`src/rtl/iic_pkg.sv`:
```
// Shared types and constants for the two-requester IIC arbiter.
package iic_pkg;

  typedef enum logic [2:0] {
    ST_IDLE    = 3'd0,
    ST_GRANT   = 3'd1,
    ST_WAIT_HI = 3'd2,
    ST_WAIT_LO = 3'd3,
    ST_DONE    = 3'd4,
    ST_FAIL    = 3'd5
  } state_e;

  localparam int TRIG_TO_DEF = 1023;
  localparam int BUSY_TO_DEF = 4194303;
  localparam int TMR_W       = 22;

  localparam logic W_WRITE = 1'b1;
  localparam logic W_READ  = 1'b0;

endpackage

```
`src/rtl/iic_arb_if.sv`:
```
// Requester-side and IIC-master-side signals of the arbiter in one bundle.
interface iic_arb_if;

  // Requesters hold rq_req high until they see their done/err pulse;
  // iic_trig is a one-cycle start and busy's falling edge ends the transfer.
  logic [1:0]  rq_req;
  logic [1:0]  rq_wr;
  logic [15:0] rq_dev;
  logic [31:0] rq_addr;
  logic [15:0] rq_wdata;
  logic [1:0]  rq_done;
  logic [1:0]  rq_err;
  logic [7:0]  rq_rdata;
  logic [1:0]  rq_gnt;
  logic        iic_trig;
  logic        w_r;
  logic [7:0]  device_id;
  logic [15:0] addr;
  logic [7:0]  data_in;
  logic        busy;
  logic [7:0]  data_out;

  modport master (
    input  rq_req, rq_wr, rq_dev, rq_addr, rq_wdata, busy, data_out,
    output rq_done, rq_err, rq_rdata, rq_gnt, iic_trig, w_r, device_id, addr, data_in
  );

  modport slave (
    output rq_req, rq_wr, rq_dev, rq_addr, rq_wdata, busy, data_out,
    input  rq_done, rq_err, rq_rdata, rq_gnt, iic_trig, w_r, device_id, addr, data_in
  );

endinterface

```
`src/rtl/iic_arb_rr_arb2.sv`:
```
// Two-way round-robin selector: on contention the requester that did not own last wins.
module rr_arb2 (
  input  logic [1:0] req_i,
  input  logic       last_i,
  output logic [1:0] gnt_o
);

  always_comb begin
    gnt_o = 2'b00;
    case (req_i)
      2'b01:   gnt_o = 2'b01;
      2'b10:   gnt_o = 2'b10;
      2'b11:   gnt_o = last_i ? 2'b01 : 2'b10;
      default: gnt_o = 2'b00;
    endcase
  end

endmodule

```
`src/rtl/iic_arb.sv`:
```
// Shares one IIC master between two requesters; round-robin, with start and busy timeouts.
module iic_arb
  import iic_pkg::*;
#(
  parameter int TRIG_TO = TRIG_TO_DEF,
  parameter int BUSY_TO = BUSY_TO_DEF
) (
  input  logic      clk,
  input  logic      rst,
  iic_arb_if.master bus,
  output state_e    state_o
);

  localparam logic [TMR_W-1:0] TRIG_LIM = TMR_W'(TRIG_TO);
  localparam logic [TMR_W-1:0] BUSY_LIM = TMR_W'(BUSY_TO);

  state_e           state_q, state_d;
  logic [1:0]       gnt_q, gnt_d;
  logic             ptr_q, ptr_d;
  logic             w_r_q, w_r_d;
  logic [7:0]       dev_q, dev_d;
  logic [15:0]      addr_q, addr_d;
  logic [7:0]       wdata_q, wdata_d;
  logic [7:0]       rdata_q, rdata_d;
  logic [TMR_W-1:0] timer_q, timer_d;
  logic             busy_1d_q;

  logic [1:0] win_gnt;
  logic       win_idx;

  rr_arb2 u_rr (
    .req_i  (bus.rq_req),
    .last_i (ptr_q),
    .gnt_o  (win_gnt)
  );

  assign win_idx = win_gnt[1];

  always_comb begin
    state_d = state_q;
    gnt_d   = gnt_q;
    ptr_d   = ptr_q;
    w_r_d   = w_r_q;
    dev_d   = dev_q;
    addr_d  = addr_q;
    wdata_d = wdata_q;
    rdata_d = rdata_q;
    timer_d = timer_q;
    case (state_q)
      ST_IDLE: begin
        if (|bus.rq_req) begin
          state_d = ST_GRANT;
          gnt_d   = win_gnt;
          w_r_d   = bus.rq_wr[win_idx];
          dev_d   = bus.rq_dev[{win_idx, 3'b000} +: 8];
          addr_d  = bus.rq_addr[{win_idx, 4'b0000} +: 16];
          wdata_d = bus.rq_wdata[{win_idx, 3'b000} +: 8];
        end
      end
      ST_GRANT:   state_d = ST_WAIT_HI;
      ST_WAIT_HI: begin
        if (bus.busy) begin
          state_d = ST_WAIT_LO;
        end else if (timer_q >= TRIG_LIM) begin
          state_d = ST_FAIL;
          ptr_d   = gnt_q[1];
        end
      end
      ST_WAIT_LO: begin
        // A falling edge on the limit cycle still counts as success.
        if (busy_1d_q && !bus.busy) begin
          state_d = ST_DONE;
          ptr_d   = gnt_q[1];
        end else if (timer_q >= BUSY_LIM) begin
          state_d = ST_FAIL;
          ptr_d   = gnt_q[1];
        end
      end
      ST_DONE: begin
        if (w_r_q == W_READ) rdata_d = bus.data_out;
        state_d = ST_IDLE;
        gnt_d   = 2'b00;
      end
      ST_FAIL: begin
        state_d = ST_IDLE;
        gnt_d   = 2'b00;
      end
      default: begin
        state_d = ST_IDLE;
        gnt_d   = 2'b00;
      end
    endcase

    if (state_d != state_q) begin
      timer_d = '0;
    end else if ((state_q == ST_WAIT_HI || state_q == ST_WAIT_LO) && timer_q != {TMR_W{1'b1}}) begin
      timer_d = timer_q + 1'b1;
    end
  end

  always_ff @(posedge clk) begin
    if (rst) begin
      state_q   <= ST_IDLE;
      gnt_q     <= 2'b00;
      ptr_q     <= 1'b1;
      w_r_q     <= W_WRITE;
      dev_q     <= '0;
      addr_q    <= '0;
      wdata_q   <= '0;
      rdata_q   <= '0;
      timer_q   <= '0;
      busy_1d_q <= 1'b0;
    end else begin
      state_q   <= state_d;
      gnt_q     <= gnt_d;
      ptr_q     <= ptr_d;
      w_r_q     <= w_r_d;
      dev_q     <= dev_d;
      addr_q    <= addr_d;
      wdata_q   <= wdata_d;
      rdata_q   <= rdata_d;
      timer_q   <= timer_d;
      busy_1d_q <= bus.busy;
    end
  end

  assign bus.iic_trig  = (state_q == ST_GRANT);
  assign bus.rq_done   = (state_q == ST_DONE) ? gnt_q : 2'b00;
  assign bus.rq_err    = (state_q == ST_FAIL) ? gnt_q : 2'b00;
  assign bus.rq_gnt    = gnt_q;
  assign bus.rq_rdata  = rdata_q;
  assign bus.w_r       = w_r_q;
  assign bus.device_id = dev_q;
  assign bus.addr      = addr_q;
  assign bus.data_in   = wdata_q;
  assign state_o       = state_q;

endmodule

```
`src/flat_wrapper.sv`:
```
// flat-port wrapper written by rule: the top's interface ports become plain ports
module iic_arb_flat import iic_pkg::*;
#(
  parameter int TRIG_TO = TRIG_TO_DEF,
  parameter int BUSY_TO = BUSY_TO_DEF
)
  (clk, rst, state_o, bus_rq_req, bus_rq_wr, bus_rq_dev, bus_rq_addr, bus_rq_wdata, bus_busy, bus_data_out, bus_rq_done, bus_rq_err, bus_rq_rdata, bus_rq_gnt, bus_iic_trig, bus_w_r, bus_device_id, bus_addr, bus_data_in);
  iic_arb_if bus_i ();
  input  logic clk;
  input  logic rst;
  output state_e state_o;
  input wire logic [$bits(bus_i.rq_req)-1:0] bus_rq_req;
  input wire logic [$bits(bus_i.rq_wr)-1:0] bus_rq_wr;
  input wire logic [$bits(bus_i.rq_dev)-1:0] bus_rq_dev;
  input wire logic [$bits(bus_i.rq_addr)-1:0] bus_rq_addr;
  input wire logic [$bits(bus_i.rq_wdata)-1:0] bus_rq_wdata;
  input wire logic [$bits(bus_i.busy)-1:0] bus_busy;
  input wire logic [$bits(bus_i.data_out)-1:0] bus_data_out;
  output wire logic [$bits(bus_i.rq_done)-1:0] bus_rq_done;
  output wire logic [$bits(bus_i.rq_err)-1:0] bus_rq_err;
  output wire logic [$bits(bus_i.rq_rdata)-1:0] bus_rq_rdata;
  output wire logic [$bits(bus_i.rq_gnt)-1:0] bus_rq_gnt;
  output wire logic [$bits(bus_i.iic_trig)-1:0] bus_iic_trig;
  output wire logic [$bits(bus_i.w_r)-1:0] bus_w_r;
  output wire logic [$bits(bus_i.device_id)-1:0] bus_device_id;
  output wire logic [$bits(bus_i.addr)-1:0] bus_addr;
  output wire logic [$bits(bus_i.data_in)-1:0] bus_data_in;
  assign bus_i.rq_req = bus_rq_req;
  assign bus_i.rq_wr = bus_rq_wr;
  assign bus_i.rq_dev = bus_rq_dev;
  assign bus_i.rq_addr = bus_rq_addr;
  assign bus_i.rq_wdata = bus_rq_wdata;
  assign bus_i.busy = bus_busy;
  assign bus_i.data_out = bus_data_out;
  assign bus_rq_done = bus_i.rq_done;
  assign bus_rq_err = bus_i.rq_err;
  assign bus_rq_rdata = bus_i.rq_rdata;
  assign bus_rq_gnt = bus_i.rq_gnt;
  assign bus_iic_trig = bus_i.iic_trig;
  assign bus_w_r = bus_i.w_r;
  assign bus_device_id = bus_i.device_id;
  assign bus_addr = bus_i.addr;
  assign bus_data_in = bus_i.data_in;
  iic_arb #(.TRIG_TO(TRIG_TO), .BUSY_TO(BUSY_TO)) u_core (.clk(clk), .rst(rst), .bus(bus_i), .state_o(state_o));
endmodule
```
`config.mk`:
```
export PLATFORM = sky130hd
export DESIGN_NAME = iic_arb_flat
export DESIGN_NICKNAME = d
export VERILOG_FILES = /design/src/rtl/iic_pkg.sv /design/src/rtl/iic_arb_if.sv /design/src/rtl/iic_arb_rr_arb2.sv /design/src/rtl/iic_arb.sv /design/src/flat_wrapper.sv
export SDC_FILE = /design/constraint.sdc
export NUM_CORES = 1
export LEC_CHECK = 0
export BUFFER_PORTS_ARGS = -buffer_cell sky130_fd_sc_hd__buf_4
export CAP_MARGIN = 0
export CORE_ASPECT_RATIO = 1.4
export CORE_MARGIN = 3
export CORE_UTILIZATION = 49
export CTS_CLUSTER_DIAMETER = 120
export DETAILED_ROUTE_END_ITERATION = 16
export HOLD_SLACK_MARGIN = 0.06
export PLACE_DENSITY = 0.8
export SYNTH_ARGS = -nofsm -noshare
export SYNTH_HDL_FRONTEND = slang
export SYNTH_SLANG_ARGS = --single-unit
```
`constraint.sdc`:
```
create_clock -name clk -period 2.17 [get_ports clk]
set_input_delay 0.217 -clock clk [delete_from_list [all_inputs] [get_ports clk]]
set_output_delay 0.217 -clock clk [all_outputs]
set_load 0.1 [all_outputs]
```
### Word level (Yosys, flattened, before mapping)

Index checks and enable logic that the tools add are counted.

* register bits after elaboration: 70
* input port bits: 79
* word-level logic and storage cells: 65

* order comparisons: 3
* reduce and logical (&&, ||, !) cells: 13
* equality and inequality tests: 14
* mux-type cells: 19
* shift operators: 3
* add/sub/neg operators: 1
* bitwise logic cells: 2

Operators with widths (count)
* indexed part select 16 x 5 -> 8 bit: 2
* indexed part select 32 x 6 -> 16 bit: 1
* adder 22 x 1 -> 22 bit (second input constant): 1
* >= comparator 22 x 10 -> 1 bit (second input constant): 1
* >= comparator 22 bit (second input constant): 1
* inequality test 22 bit (second input constant): 1
* two-way mux 3 bit: 5
* case mux 3 bit (4 select lines): 1
* two-way mux 2 bit: 4
* equality test 3 x 2 -> 1 bit (second input constant): 2
* equality test 3 bit (second input constant): 2
* two-way mux 1 bit: 6
* case mux 2 bit (3 select lines): 1
* AND reduction 2 bit: 3
* equality test 2 bit (second input constant): 2
* inequality test 2 x 1 -> 1 bit (second input constant): 2
* case mux 2 bit (2 select lines): 1
* AND reduction 4 bit: 1
* OR reduction 2 bit: 2
* equality test 3 x 1 -> 1 bit (second input constant): 1
* logical NOT 3 bit: 1
* inequality test 3 x 1 -> 1 bit (second input constant): 1
* inequality test 3 bit: 1
* OR reduction 3 bit: 1
* 9 further kinds: 11

### Depth between registers and ports, before layout

Gate-level depths: netlist of run 1.

* word-level depth: 6
* mapped depth: 8
* mapped depth without buffers: 6

### Modules after synthesis

A second synthesis of run 1 with hierarchy kept.

* cells, all modules: 373
* area total of the unflattened synthesis: 3326.9 um2

Modules (own cells, without submodules)
* iic_arb: area an instance 3308.2 um2, sequential area each 1401.3 um2, cells an instance 370, instances 1
* rr_arb2: area an instance 18.8 um2, sequential area each 0.0 um2, cells an instance 3, instances 1

### Least setup slack after synthesis of run 1

No wires, ideal clock.

* kind: register -> output
* from: reg u_core.state_q[0], in the netlist u_core.state_o[0]
* to: out bus_iic_trig
* data required time: 1.953 ns
* setup slack: -1.546 ns
* cell stages (with the launch flop): 4
* data arrival time: 3.499 ns
* buffers on the path: 1
* cell sequence: dfxtp_1 clkbuf_1 inv_1 nor3_1

* cells in the longest elaborated chain, start to end: 1

RTL lines
* start: declaration: RTL line iic_arb.sv:17 `state_e state_q, state_d;`
* start signal: assignment: RTL line iic_arb.sv:114 `state_q <= state_d;`
* equality test 3 x 1 -> 1 bit: RTL line iic_arb.sv:127 `assign bus.iic_trig = (state_q == ST_GRANT);`
* end: declaration: RTL line flat_wrapper.sv:23 `output wire logic [$bits(bus_i.iic_trig)-1:0] bus_iic_trig;`

No other way between the ends.

### Final worst setup path of run 1

* from: reg u_core.timer_q[0]
* to: reg u_core.timer_q[7]

* cells in the longest elaborated chain, start to end: 6
* elaborated cells between the ends (all ways): 12
* classes of those cells: add/sub: 1; order compare: 2; eq/ne: 2; mux: 5; reduce/logical: 2

RTL lines
* start: declaration: RTL line iic_arb.sv:25 `logic [TMR_W-1:0] timer_q, timer_d;`
* start signal: assignment: RTL line iic_arb.sv:122 `timer_q <= timer_d;`
* >= comparator 22 bit or >= comparator 22 x 10 -> 1 bit (tied branches): RTL line iic_arb.sv:74, iic_arb.sv:64
* two-way mux 3 bit, on equally long branches: RTL line iic_arb.sv:74, iic_arb.sv:64
* two-way mux 3 bit, on equally long branches: RTL line iic_arb.sv:71, iic_arb.sv:62
* case mux 3 bit (4 select lines): RTL line iic_arb.sv:49 `case (state_q)`
* inequality test 3 bit: RTL line iic_arb.sv:94 `if (state_d != state_q) begin`
* OR reduction 2 bit (no source line)

Parallel ways exist; a longest one is shown, timed or not.
A chain may end at the register's enable or synchronous reset.

==> flow_summary_export.csv, run 1 <==
group,metric,value,unit
critical_path,cp_max_fo,9,
grt,grt_pass1_wl,15300,µm
power_and_ir_drop,netSwitchingFraction,0.404,
critical_path,end_kind,"flop",
critical_path,reg2reg_from,"u_core.timer_q[0]",
critical_path,path_class,"flop to flop",
critical_path,cp.required,2.44,ns
timing,drv_slew,0,
power_and_ir_drop,power.total,0.00449,W
critical_path,cpMaxStageDelayCell,"o41ai_2",
grt,grt_max_degree,67,
cells_and_area,synthToLayoutAreaGrowth,40.2,%
synthesis,synth_most_common_cell,"dfxtp_1",
critical_path,startpoint,"u_core.timer_q[0]",
synthesis,ys_types,42,
synthesis,avgSynthCellArea,9.06,µm²
route,drcViolationCount,0,
power_and_ir_drop,power_frac_seq,0.332,
power_and_ir_drop,p_int,0.00268,W
timing,finClkSkew,0.0104,ns
timing,fmax,489,MHz
synthesis,synthesis.nets,463,
grt,grt.overflow.total,0,
timing,hold_viol,0,
die,die_w,77.1,µm
synthesis,synthTopCellsByArea,"dfxtp_1 40%, mux2i_1 10%, a211oi_1 7.4%",
timing,rsz0062_at_grt,"no",
power_and_ir_drop,comb_power_share,0.376,
synthesis,yosys_warnings,0,
power_and_ir_drop,cellLeakagePower,2.02,nW
route,route.antenna.remaining_nets,0,
cells_and_area,fillCellCount,543,
clock_tree,cts_tree,"yes",
critical_path,reg2regPathDepth,7,
clock_tree,cts_root_buffer,"clkbuf_8",
critical_path,crit_cells,7,
critical_path,r2r_end,"u_core.timer_q[7]",
die,die_h,106,µm
clock_tree,clock_sinks,70,
timing,finalSetupViolations,0,
synthesis,netlist_instances,383,
route,post_drt_wl_per_cell,15.5,µm
cells_and_area,n_antenna_cell,0,
power_and_ir_drop,p_sw,0.00181,W
die,core_area,6740,µm²
route,first_pass_iters,5,
timing,fin_crit,2.05,ns
critical_path,crit_chain,"ha_1 > and2_1 > and3_1 > o41ai_2 > nor2_4 > buf_4 > nor3_2",
synthesis,ys_seq_elements,70,
clock_tree,clk_path_buf_depth,2,
route,vias,3289,
die,num_io_pins,130,
route,via_per_inst,5.43,
synthesis,synth_top_area_share,0.404,
critical_path,cp_num_buf_inv,1,
synthesis,synth_top_cell_by_area,"dfxtp_1",
critical_path,max_stage_delay,0.49,ns
synthesis,seq_area_frac_synth,0.404,
timing,tightest_slew,0.486,ns
clock_tree,htreeDepth,3,
clock_tree,clock_latency,0.35,ns
cells_and_area,drive_above_1_share,0.393,
critical_path,critPathTopFamily,"simple AND/OR/NAND/NOR gates",
synthesis,ys_top_cells_by_count,"70 x dfxtp_1, 39 x nor2_1, 35 x mux2i_1",
timing,finalCritPeriodShare,0.942,
synthesis,syn-cell-area,3470,µm²
route,first_iter_violations,154,
critical_path,regToRegSetupSlack,0.12,ns
cells_and_area,nNetsFinal,589,
worst_hold_path,hp-class,"primary input to flop",
timing,slew-limit-headroom,0.675,
power_and_ir_drop,p_clk_frac,0.292,
die,die_area,8140,µm²
critical_path,critPathArrivalTime,2.32,ns
worst_hold_path,hold_start,"bus_data_out[0]",
critical_path,setup.worst_path.start_class,"flop",
clock_tree,clkTransAtPathRegs,0.07,ns
die,start_util,0.514,
die,num_rows,35,
route,routed_wl,9380,µm
status,status,"complete, no violations",
synthesis,synth_edf_count,0,
timing,fin_setup_tns,0,ns
synthesis,synth-async-reset-ratio,0,
synthesis,synth_flop_cell,"dfxtp_1",
placement,port_buffers,129,
power_and_ir_drop,p_per_area,924,nW/µm²
run,maxCapViolations,0,
grt,track_usage,0.233,
placement,dp_hpwl,7110,µm
power_and_ir_drop,ir_worst_vdd,0.787,mV
grt,antenna_found_initial,0,
clock_tree,cts_buffers,9,
grt,grt_pass1_vias,3311,
placement,gp_congestion,0.911,
critical_path,endpoint,"u_core.timer_q[7]",
[power groups by stage]
stage / combinational (W) / clock [W] / sequential (W)
after floorplan: 0.000458 / 0 / 0.00231
after global placement: 0.00168 / 0 / 0.00151
after detailed placement: 0.00169 / 0 / 0.00152
after CTS: 0.00169 / 0.00131 / 0.00149
after global routing: 0.00177 / 0.00138 / 0.00151
final: 0.00169 / 0.00131 / 0.00149
[placed cells by master, fill, tap and decap left out, types with 4 or more instances in the layout]
cell / n
nand3_1: 4
a21oi_1: 23
nor2_1: 39
a211oi_1: 34
clkbuf_8: 11
nand2_1: 29
buf_4: 146
o21ai_0: 4
xnor2_1: 15
dfxtp_1: 67
nor4_1: 5
and3_1: 8
nand4_1: 12
nor3_2: 19
nor3_1: 6
mux2i_1: 35
[layout make-up]
class	count	area [µm²]	area share
Clock buffer	13	159	0.0327
Clock inverter	3	90.1	0.0185
Inverter	3	11.3	0.00232
Multi-Input combinational cell	276	1920	0.396
Sequential cell	70	1410	0.289
Tap cell	92	115	0.0237
Timing Repair Buffer	149	1160	0.238
[cell families after synthesis]
kind of cell / Yosys count / synth area share
AO/OA/AOI/OAI: 72 / 0.146
XOR/XNOR: 18 / 0.0455
adder cells (fa/ha/maj): 1 / 0.00361
buffers and inverters: 37 / 0.0541
flip-flops: 70 / 0.404
multiplexers: 35 / 0.101
AND/OR/NAND/NOR: 150 / 0.245
[how the worst min path moves through the flow]
stage                             endpoint  slack (ns)  depth (start not counted)
floorplan                 u_core.busy_1d_q        0.35                          1
global placement    u_core.bus.rq_rdata[5]        0.44                          2
detailed placement  u_core.bus.rq_rdata[2]        0.45                          2
CTS                 u_core.bus.rq_rdata[6]        0.11                          3
global route        u_core.bus.rq_rdata[6]        0.11                          3
finish              u_core.bus.rq_rdata[0]        0.12                          3
[layer usage]
| metal | GRT usage | wire length, µm | vias up |
|---|---|---|---|
| li1 | - | - | 1627 |
| met1 | 0.248 | 3450 | 1493 |
| met2 | 0.416 | 4910 | 143 |
| met3 | 0.0650 | 726 | 26 |
| met4 | 0.120 | 286 | 0 |
| met5 | 0 | 0 | - |
[state kept, by name (all words and copies together) (netlist names)]
name / count
u_core.bus.rq_gnt: 2
u_core.bus.data_in: 8
u_core.busy_1d_q: 1
u_core.timer_q: 22
u_core.bus.device_id: 8
u_core.bus.addr: 16
u_core.state_o: 3
u_core.bus.rq_rdata: 8
u_core.ptr_q: 1
u_core.bus.w_r: 1
[tightest hold or removal path: cells and delay by family]
family	cells	cell delay [ns]
compound gates	1	0.05
buf+inv	1	0.11
simple gates	1	0.04
[stage by stage]
step | hold slack, ns | cells | area (µm²) | utilization | worst slack [ns]
floorplan | 0.345 | 383 | 3490 | - | -0.0473
global placement | 0.444 | 590 | 4610 | 0.683 | 0.247
detailed placement | 0.453 | 590 | 4610 | 0.683 | 0.168
CTS | 0.114 | 606 | 4860 | 0.720 | 0.166
global route | 0.111 | 606 | 4860 | 0.721 | 0.00629
finish | 0.119 | 606 | 4860 | 0.721 | 0.125
[what timing repair did]
item / CTS / global route
endpoints found under the setup margin: 0 / 1
gates resized for setup: 0 / 1
hold buffers: 0 / 0
setup buffers: 0 / 0
Power figures use the tool's default switching activity.
==> run 2: changes to the inputs <==
--- a/config.mk
+++ b/config.mk
@@ -7,13 +7,12 @@
 export LEC_CHECK = 0
 export BUFFER_PORTS_ARGS = -buffer_cell sky130_fd_sc_hd__buf_4
 export CAP_MARGIN = 0
-export CORE_ASPECT_RATIO = 1.4
 export CORE_MARGIN = 3
-export CORE_UTILIZATION = 49
+export CORE_UTILIZATION = 53
 export CTS_CLUSTER_DIAMETER = 120
 export DETAILED_ROUTE_END_ITERATION = 16
 export HOLD_SLACK_MARGIN = 0.06
-export PLACE_DENSITY = 0.8
+export PLACE_DENSITY = 0.85
 export SYNTH_ARGS = -nofsm -noshare
 export SYNTH_HDL_FRONTEND = slang
 export SYNTH_SLANG_ARGS = --single-unit
==> constraint.sdc (replaced) <==
create_clock -name clk -period 2.6 [get_ports clk]
set_input_delay 0.26 -clock clk [delete_from_list [all_inputs] [get_ports clk]]
set_output_delay 0.26 -clock clk [all_outputs]
set_load 0.1 [all_outputs]
==> flow_summary_export.csv, run 2 (synthesis gave the netlist of run 1 again) <==
group,metric,value,unit
clock_tree,htreeDepth,3,
timing,whs,0.161,ns
critical_path,reg2reg_from,"u_core.timer_q[0]",
placement,post_dp_cell_area,4470,µm²
route,vias,3226,
route,first_pass_iters,4,
timing,fin_setup_tns,0,ns
grt,grt.overflow.total,0,
grt,track_usage,0.245,
cells_and_area,fillCellCount,436,
die,die_h,86.9,µm
clock_tree,clock_latency,0.34,ns
critical_path,setup.worst_path.start_class,"flop",
die,num_rows,28,
clock_tree,hold_buffers,0,
route,first_iter_violations,204,
placement,port_buffers,129,
critical_path,critPathArrivalTime,2.59,ns
clock_tree,clk_path_buf_depth,2,
worst_hold_path,hp-class,"primary input to flop",
cells_and_area,layout.cells.most_common_list,"136 x buf_4, 70 x dfxtp_1, 39 x nor2_1",
timing,rsz0062_at_grt,"no",
grt,grt_max_degree,67,
clock_tree,clock_sinks,70,
critical_path,cp.required,2.86,ns
clock_tree,cts_tree,"yes",
timing,finClkSkew,0.00993,ns
die,die_area,7550,µm²
timing,finalSetupViolations,0,
grt,groute.layer.met3.usage,0.0728,
grt,antenna_found_initial,0,
cells_and_area,mostFrequentLayoutCell,"buf_4",
timing,drv_slew,0,
timing,hold_viol,0,
timing,fmax,431,MHz
route,via_per_inst,5.59,
grt,grt_pass1_vias,3166,
route,drcViolationCount,0,
cells_and_area,design_area,4660,µm²
cells_and_area,n_antenna_cell,0,
critical_path,reg2regPathDepth,7,
grt,met1_usage,0.299,
grt,grtUsageMet2,0.397,
clock_tree,clkTransAtPathRegs,0.08,ns
cells_and_area,largest_reg_flops,22,
run,maxCapViolations,0,
route,route.antenna.remaining_nets,0,
power_and_ir_drop,ir_worst_vdd,0.572,mV
timing,tightest_slew,0.572,ns
timing,fin_crit,2.32,ns
die,core_area,6130,µm²
power_and_ir_drop,cellLeakagePower,1.93,nW
timing,finalCritPeriodShare,0.893,
critical_path,startpoint,"u_core.timer_q[0]",
timing,timing.final.ws_setup,0.277,ns
cells_and_area,regMostFlops,"u_core.timer_q",
status,status,"complete, no violations",
cells_and_area,drive_above_1_share,0.373,
timing,slew-limit-headroom,0.619,
clock_tree,cts_buffers,9,
critical_path,cp_max_fo,23,
die,die_w,86.9,µm
clock_tree,cts_setup_buffers,0,
clock_tree,cts_root_buffer,"clkbuf_8",
route,post_drt_wl_per_cell,15.7,µm
clock_tree,post_cts_resized,0,
grt,grt_busiest_layer,"met2",
die,start_util,0.566,
cells_and_area,synthToLayoutAreaGrowth,34.2,%
power_and_ir_drop,p_per_area,749,nW/µm²
placement,gp_congestion,0.899,
placement,dp_hpwl,6760,µm
critical_path,path_class,"flop to flop",
critical_path,end_kind,"flop",
route,routed_wl,9070,µm
power_and_ir_drop,power.total,0.00349,W
worst_hold_path,hold_start,"bus_data_out[3]",
cells_and_area,nNetsFinal,577,
worst_hold_path,hold_depth,3,
grt,grt_pass1_wl,14700,µm
placement,dp_slack,0.313,ns
die,num_io_pins,130,
## run 2: changes by cell type in the layout (fill, tap and decap cells not counted), sizes merged
cell,delta
bufinv,-2
clkbuf,-3
buf,-12
clkinv,+5
## run 2: final timing paths
kind	slack (ns)	to
max	0.28	u_core.ptr_q
min	0.16	u_core.bus.rq_rdata[3]
max reg2reg	0.28	u_core.ptr_q
min reg2reg	0.46	u_core.bus.rq_rdata[3]
## run 2: worst max-delay path, stage by stage, from the launching register on
cell	delay, ns
dfxtp_1	0.36
ha_1	0.19
and2_1	0.26
and3_1	0.57
a21oi_1	0.19
nor2_2	0.11
buf_4	0.34
mux2i_1	0.22
## run 2: routing by layer
layer / vias to the layer above / share of wire
met5: - / 0
met4: 0 / 0.023
met3: 19 / 0.088
met2: 123 / 0.50
met1: 1475 / 0.39
li1: 1609 / -
## run 2: area by class of cell
cell class	count	area [µm²]	area share
timing repair buffer	137	1040	0.224
tap	75	93.8	0.0202
inverter	3	11.3	0.00242
multi-input combinational	276	1920	0.412
sequential	70	1400	0.301
clock inverter	6	62.6	0.0134
clock buffer	10	128	0.0274
## run 2: power by group
part	internal (W)	switching (W)
clock	0.000442	0.000421
combinational	0.000349	0.00104
sequential	0.00117	0.0000633
total	0.00196	0.00152
## run 2: per-stage QoR
| step | util | std cells |
|---|---|---|
| 6_report | 0.759 | 577 |
| 5_1_grt | 0.759 | 577 |
| 4_1_cts | 0.759 | 577 |
| 3_5_place_dp | 0.728 | 561 |
| 3_3_place_gp | 0.728 | 561 |
| 2_1_floorplan | - | 383 |
